File: config.mk
export PLATFORM = sky130hd
export DESIGN_NAME = datapath_sequencer
export DESIGN_NICKNAME = d
export VERILOG_FILES = /design/src/rtl/datapath_pkg.sv /design/src/rtl/opcode_classifier.sv /design/src/rtl/datapath_sequencer.sv
export SDC_FILE = /design/constraint.sdc
export NUM_CORES = 1
export LEC_CHECK = 0
export ABC_AREA = 0
export CELL_PAD_IN_SITES_DETAIL_PLACEMENT = 1
export CELL_PAD_IN_SITES_GLOBAL_PLACEMENT = 1
export CORE_MARGIN = 10
export CORE_UTILIZATION = 37
export CTS_CLUSTER_DIAMETER = 150
export DETAILED_ROUTE_END_ITERATION = 7
export PLACE_DENSITY = 0.87
export SLEW_MARGIN = 25
export SYNTH_ARGS = -nofsm -noshare
export SYNTH_HDL_FRONTEND = slang
export SYNTH_SLANG_ARGS = --single-unit
File: constraint.sdc
create_clock -name clk -period 2.04 [get_ports clk]
set_clock_uncertainty 0.15 [all_clocks]
set_input_delay 0.408 -clock clk [delete_from_list [all_inputs] [get_ports clk]]
set_output_delay 0.408 -clock clk [all_outputs]
set_load 0.05 [all_outputs]
File: src/rtl/datapath_pkg.sv
// rtl/datapath_pkg.sv - shared opcodes, classes, states and next-PC encodings
package datapath_pkg;

    localparam logic [3:0] OP_LOAD  = 4'b0111;
    localparam logic [3:0] OP_STORE = 4'b1000;
    localparam logic [3:0] OP_JUMP  = 4'b1001;
    localparam logic [3:0] OP_BEQ   = 4'b1110;
    localparam logic [3:0] OP_BNE   = 4'b1111;

    localparam logic [1:0] PC_INC    = 2'b00;
    localparam logic [1:0] PC_JUMP   = 2'b01;
    localparam logic [1:0] PC_BRANCH = 2'b10;

    typedef enum logic [2:0] {
        CLS_ALU,
        CLS_LOAD,
        CLS_STORE,
        CLS_JUMP,
        CLS_BEQ,
        CLS_BNE
    } op_class_t;

    typedef enum logic [2:0] {
        S_IDLE,
        S_FETCH,
        S_DECODE,
        S_EXEC,
        S_MEM,
        S_WB,
        S_ERR
    } state_t;

endpackage

File: src/rtl/opcode_classifier.sv
// rtl/opcode_classifier.sv - combinational opcode to instruction-class decode
module opcode_classifier
    import datapath_pkg::*;
(
    input  logic [3:0] opcode,
    output op_class_t  op_class
);

    // Everything not explicitly listed is an ALU operation.
    always_comb begin
        op_class = CLS_ALU;
        case (opcode)
            OP_LOAD:  op_class = CLS_LOAD;
            OP_STORE: op_class = CLS_STORE;
            OP_JUMP:  op_class = CLS_JUMP;
            OP_BEQ:   op_class = CLS_BEQ;
            OP_BNE:   op_class = CLS_BNE;
            default:  op_class = CLS_ALU;
        endcase
    end

endmodule

File: src/rtl/datapath_sequencer.sv
// rtl/datapath_sequencer.sv - multi-cycle control FSM with memory wait timeout and retire counter
module datapath_sequencer
    import datapath_pkg::*;
#(
    parameter int MEM_WAIT_MAX = 15,
    parameter int CNT_W        = 16
) (
    input  logic             clk,
    input  logic             reset,
    input  logic             start,
    input  logic             stop,
    input  logic [3:0]       opcode,
    input  logic             eq,
    input  logic             mem_ready,
    output logic             ir_load,
    output logic             rf_read,
    output logic             alu_en,
    output logic             mem_read,
    output logic             mem_write,
    output logic             reg_write,
    output logic             wb_sel,
    output logic             pc_en,
    output logic [1:0]       pc_sel,
    output logic             busy,
    output logic             error,
    output logic [CNT_W-1:0] instr_count
);

    localparam int              WAIT_W    = $clog2(MEM_WAIT_MAX + 1);
    localparam logic [WAIT_W-1:0] WAIT_LAST = WAIT_W'(MEM_WAIT_MAX - 1);

    state_t            state;
    op_class_t         cls;
    op_class_t         dec_cls;
    logic [WAIT_W-1:0] wait_cnt;
    logic [CNT_W-1:0]  retire_cnt;
    state_t            boundary_next;

    opcode_classifier u_classifier (
        .opcode   (opcode),
        .op_class (dec_cls)
    );

    // A halt request is honoured only where the next fetch would begin.
    assign boundary_next = stop ? S_IDLE : S_FETCH;

    always_ff @(posedge clk or negedge reset) begin
        if (!reset) begin
            state    <= S_IDLE;
            cls      <= CLS_ALU;
            wait_cnt <= '0;
        end else begin
            case (state)
                S_IDLE: begin
                    if (start)
                        state <= S_FETCH;
                end
                S_FETCH: state <= S_DECODE;
                S_DECODE: begin
                    cls   <= dec_cls;
                    state <= S_EXEC;
                end
                S_EXEC: begin
                    case (cls)
                        CLS_ALU: state <= S_WB;
                        CLS_LOAD, CLS_STORE: begin
                            wait_cnt <= '0;
                            state    <= S_MEM;
                        end
                        default: state <= boundary_next;
                    endcase
                end
                S_MEM: begin
                    if (mem_ready) begin
                        state <= (cls == CLS_LOAD) ? S_WB : boundary_next;
                    end else begin
                        wait_cnt <= wait_cnt + 1'b1;
                        if (wait_cnt == WAIT_LAST)
                            state <= S_ERR;
                    end
                end
                S_WB:    state <= boundary_next;
                S_ERR:   state <= S_ERR;
                default: state <= S_IDLE;
            endcase
        end
    end

    always_comb begin
        ir_load   = 1'b0;
        rf_read   = 1'b0;
        alu_en    = 1'b0;
        mem_read  = 1'b0;
        mem_write = 1'b0;
        reg_write = 1'b0;
        wb_sel    = 1'b0;
        pc_en     = 1'b0;
        pc_sel    = PC_INC;
        busy      = (state != S_IDLE) && (state != S_ERR);
        error     = (state == S_ERR);
        case (state)
            S_FETCH:  ir_load = 1'b1;
            S_DECODE: rf_read = 1'b1;
            S_EXEC: begin
                alu_en = 1'b1;
                case (cls)
                    CLS_JUMP: begin
                        pc_en  = 1'b1;
                        pc_sel = PC_JUMP;
                    end
                    CLS_BEQ: begin
                        pc_en  = 1'b1;
                        pc_sel = eq ? PC_BRANCH : PC_INC;
                    end
                    CLS_BNE: begin
                        pc_en  = 1'b1;
                        pc_sel = eq ? PC_INC : PC_BRANCH;
                    end
                    default: pc_en = 1'b0;
                endcase
            end
            S_MEM: begin
                mem_read  = (cls == CLS_LOAD);
                mem_write = (cls == CLS_STORE);
                // A store retires in the same cycle memory acknowledges it.
                pc_en     = (cls == CLS_STORE) && mem_ready;
            end
            S_WB: begin
                reg_write = 1'b1;
                pc_en     = 1'b1;
                wb_sel    = (cls == CLS_LOAD);
            end
            default: busy = busy;
        endcase
    end

    always_ff @(posedge clk or negedge reset) begin
        if (!reset)
            retire_cnt <= '0;
        else if (pc_en)
            retire_cnt <= retire_cnt + 1'b1;
    end

    assign instr_count = retire_cnt;

endmodule
# After elaboration in Yosys (flattened, before gate mapping)
# Cells that the tools add are included.
[op_classes]
add_sub_neg = 2
n_eq_ne = 22
n_reduce_logical = 10
muxes = 24
[ops]
columns = ["cell", "n"]
rows = [
  ["3-bit case mux with 7 select lines", 1],
  ["4-bit == test (second input constant)", 5],
  ["16-bit by 1-bit adder with 16-bit output (second input constant)", 1],
  ["3-bit == test (second input constant)", 5],
  ["3-bit case mux with 5 select lines", 1],
  ["3-bit by 2-bit == test with 1-bit output (second input constant)", 4],
  ["3-bit two-way mux", 4],
  ["1-bit two-way mux", 9],
  ["4-bit two-way mux", 2],
  ["4-bit case mux with 2 select lines", 1],
  ["3-bit by 1-bit == test with 1-bit output (second input constant)", 2],
  ["3-bit zero test", 2],
  ["2-bit two-way mux", 3],
  ["3-bit != test (second input constant)", 2],
  ["2-bit case mux with 3 select lines", 1],
  ["3-bit case mux with 2 select lines", 1],
  ["4-bit by 1-bit adder with 4-bit output (second input constant)", 1],
  ["4-bit by 3-bit == test with 1-bit output (second input constant)", 1],
  ["2-bit != test (second input constant)", 2],
  ["1-bit case mux with 3 select lines", 1],
  ["3-bit AND reduction", 1],
  ["3-bit nonzero test", 1],
  ["3-bit OR reduction", 1],
  ["1-bit logical AND", 2],
  ["4 further kinds", 4],
]
[totals]
out_inout_bits = 28
word_cells = 62
reg_bits = 26
in_bits = 10

# Longest topological paths before layout
[logic_depth]
ltp_word = 4
mapped_depth = 6

# Cells and area by module
# Synthesis repeated with hierarchy kept, for this count alone.
[unflattened]
hier_cells = 153
area_unflattened_um2 = 1551.5
[modules_own_cells]
columns = ["mod", "cells_per_inst", "area_per_inst_um2", "instances"]
rows = [
  ["datapath_sequencer", 149, 1516.5, 1],
  ["opcode_classifier", 4, 35.0, 1],
]

# Worst setup path before layout
# Ideal clock, no wire load.
[synth_timing]
path_type = "flip-flop to output port"
from = "register state[1]"
to = "output port mem_write"
stages_incl_launch_ff = 4
t_required_ns = 1.482
setup_slack_ns = -0.786
arrival_time_ns = 2.268
path_cell_list = "dfrtp_1 > clkbuf_1 > nand2b_1 > nor4_1"
[synth_via]
elab_chain_cells = 2
[synth_lines]
columns = ["item", "line_no", "rtl"]
rows = [
  ["from (decl)", "datapath_sequencer.sv:32", "state_t state;"],
  ["from (signal assigned)", "datapath_sequencer.sv:70", "default: state <= boundary_next;"],
  ["from (signal assigned)", "datapath_sequencer.sv:75", "state <= (cls == CLS_LOAD) ? S_WB : boundary_next;"],
  ["from (signal assigned)", "datapath_sequencer.sv:82", "S_WB: state <= boundary_next;"],
  ["3-bit == test", "datapath_sequencer.sv:101", "case (state)"],
  ["1-bit two-way mux", "datapath_sequencer.sv:101", ""],
  ["to (decl)", "datapath_sequencer.sv:19", "output logic mem_write,"],
]
# Every way passes these cells.

# Worst setup path in the final report
[layout_timing]
from = "input port eq"
to = "output port pc_sel[1]"
[layout_via]
elab_chain_cells = 3
[layout_lines]
columns = ["item", "line_no", "rtl"]
rows = [
  ["from (decl)", "datapath_sequencer.sv:13", "input logic eq,"],
  ["2-bit two-way mux (on tied branches)", "datapath_sequencer.sv:117, datapath_sequencer.sv:113", ""],
  ["2-bit case mux with 3 select lines *", "datapath_sequencer.sv:106", "case (cls)"],
  ["2-bit two-way mux *", "datapath_sequencer.sv:101", ""],
  ["to (decl)", "datapath_sequencer.sv:23", "output logic [1:0] pc_sel,"],
]
# Every way passes the cells marked *; elsewhere a longest branch is shown, timed or not.

==> metrics.md <==
| Metric | Value |
|---|---|
| Area grow syn2layout | 49.8% |
| I/O pin count | 38 |
| Core footprint | 0.00403 sq mm |
| H-tree depth | 1 |
| DIE AREA | 0.00719 sq mm |
| Async SR Flop Fraction | 100% |
| R2r worst-path depth | 6 |
| Worst ir drop on vdd | 0.984 mV |
| Layout cells sized above 1 | 36.6% |
| Diode count | 0 |
| TNS Setup | -0.0689 ns |
| Reg2reg setup slack | 0.08 ns |
| CP startpoint kind | input port |
| DRC | 0 |
| Top FF cell, synth | dfrtp_1 |
| I/O Buffers | 37 |
| End of the critical path | pc_sel[1] |
| Synth area leader | dfrtp_1 |
| Crit path kind | in -> out |
| Synth warn | 0 |
| Top cell type's share of synthesized area | 41.9% |
| Worst Setup End Kind | output pin |
| Commonest non-fill, non-tap cell in the layout | buf_4 |
| Via count | 1480 |
| Via/cell ratio | 5.56 |
| FF-to-FF Start | cls[0] |
| Largest net degree at the start of global routing | 27 |
| Clock Path Buffers | 2 |
| Power Density | 1550 mW/mm^2 |
| # rows | 23 |
| Post-Syn Instances | 160 |
| Die Wd | 84.8 microns |
| Initial Utilization | 38.6% |
| Most frequent cells in the layout | buf_4 (38), dfrtp_1 (22), xor2_1 (18) |
| Maxcap violations | 0 |
| Clk slew on worst S/H paths | 0.10 ns |
| Root buffer cell | clkbuf_8 |
| Routed wire per std cell | 19.9 microns |
| Count of final hold-check violations | 0 |
| Nets | 230 |
| WHS | 0.340 ns |
| Hold buffers post-CTS | 0 |
| Final worst-path cycle share | 102% |
| Leakage | 0.000978 uW |
| Number of synthesized register bits | 26 |
| Highest clock rate | 482 MHz |
| 1st-pass router iterations | 4 |
| Vias in the first global route | 1590 |
| Cts bufs inserted | 3 |
| Worst Hold Class | in -> async |
| Overall power | 3610 uW |
| Mapped Area | 0.00155 sq mm |
| Worst Setup SP | eq |
| Total gr overflow | 0 |
| Register area share after synthesis | 41.9% |
| Post-synth EDFFs | 0 |
| RSZ-0062 raised after global routing | true |
| Utilization after layout | 57.8% |
| Status | complete, but fails checks |
| Worst-path fanout max | 1 |
| Data arrival, critical path | 1.52 ns |
| Synth top area cells | dfrtp_1 (42%), xor2_1 (10%), nand2_1 (3.4%) |
| Antenna-violating nets left | 0 |
| WL final | 5280 microns |
| CP required | 1.48 ns |
| Final RePlAce weighted congestion | 0.818 |
| Unique masters post-synth | 41 |
| Worst Max-Slew Pin Slew | 0.537 ns |
| Hpwl dp | 3560 microns |
| CTS tree | yes |
| Max-slew violation count | 0 |
| Period minus WS final | 2.07 ns |
| Crit Reg-Reg Endpoint | instr_count[11] |
| Clk sinks | 26 |
| Fin area | 0.00233 sq mm |
| Setup violators final | 4 |
| Placed Area | 0.00215 sq mm |
| Final setup margin | -0.0346 ns |
| Failing checks | negative setup slack |
| Global-route wire length before repair | 8090 microns |
| Height of the die | 84.8 microns |
| Syn_nets | 173 |
| Relative slew margins | 64.1% |
| Filler Cell Count | 440 |
| Avg Inst Size Synth | 9.71 sq um |
| Initial antenna violation count | 0 |
| Drt initial violations | 105 |
| Total track usage | 13.6% |
| Skew-Pair Late Insertion Delay | 0.28 ns |
## flip-flops by register name, summed over array words and instances, names as in the netlist
signal       flops
instr_count     16
state            3
cls              3
wait_cnt         4
## worst min-delay path by stage
stage	start	end	slack (ns)	cells past startpoint
floorplan	reset	cls[0]	-0.04	0
global placement	instr_count[15]	instr_count[15]	0.32	1
detailed placement	instr_count[15]	instr_count[15]	0.33	1
CTS	reset	instr_count[12]	0.35	2
global route	reset	wait_cnt[1]	0.35	2
finish	reset	instr_count[0]	0.34	2
## report_power, final
part | total [uW] | switching [uW] | leakage (uW) | internal, uW
registers | 960 | 267 | 0.000285 | 693
logic | 2210 | 1320 | 0.000658 | 891
clock network | 441 | 178 | 0.0000357 | 263
## per-layer routing
layer  wire (microns)  up-vias  share of wire (%)  track usage (%)
li1                 -      677                  -                -
met1             2110      722                 40             14.5
met2             2720       65                 51             25.1
met3              271       16                5.1             1.93
met4              189        0                3.6             7.04
met5                0        -                  0                0
## kinds of logic after synthesis
logic type                 synth area share [%]
and+or+nand+nor                            23.2
muxes                                      1.45
adders and majority gates                  2.42
DFF                                        41.9
AOI/OAI and AO/OA                          16.3
buffers and inverters                      4.03
xor gates and xnor gates                   10.7
## worst max-delay path, cell delays in order
cell	delay [ns]
clkdlybuf4s50_1	0.50
xor2_1	0.21
and3_1	0.24
buf_12	0.15
## stage by stage
step / setup WS (ns) / std cells
global placement: -0.0725 / 252
CTS: -0.0324 / 261
floorplan: -0.0531 / 160
detailed placement: -0.105 / 252
finish: -0.0346 / 266
global route: -0.0833 / 266
## timing repair
action                                  in CTS  in global routing
gates resized for setup                     11                  6
endpoints found under the setup margin      10                  9
setup buffers                                5                  5
pin swaps                                    3                  3
## area by class of cell
class	count	area, sq um	share of cell area (%)
inverters	4	15.0	0.645
repair buffers	61	629	27.0
well taps	50	62.6	2.69
multi-input cells	121	895	38.4
flip-flops and latches	26	656	28.2
clock buffers	3	41.3	1.77
clock inverters	1	30.0	1.29
## synth_stat cells (4+ instances only)
cell type  number
nand2b_1        4
nand2_1        14
xor2_1         18
inv_1           4
nand3_1         6
a21oi_1        10
clkbuf_1        4
or3_1           4
dfrtp_1        26
o21ai_0         6
nor2_1          8
(Power assumes the default switching activity.)
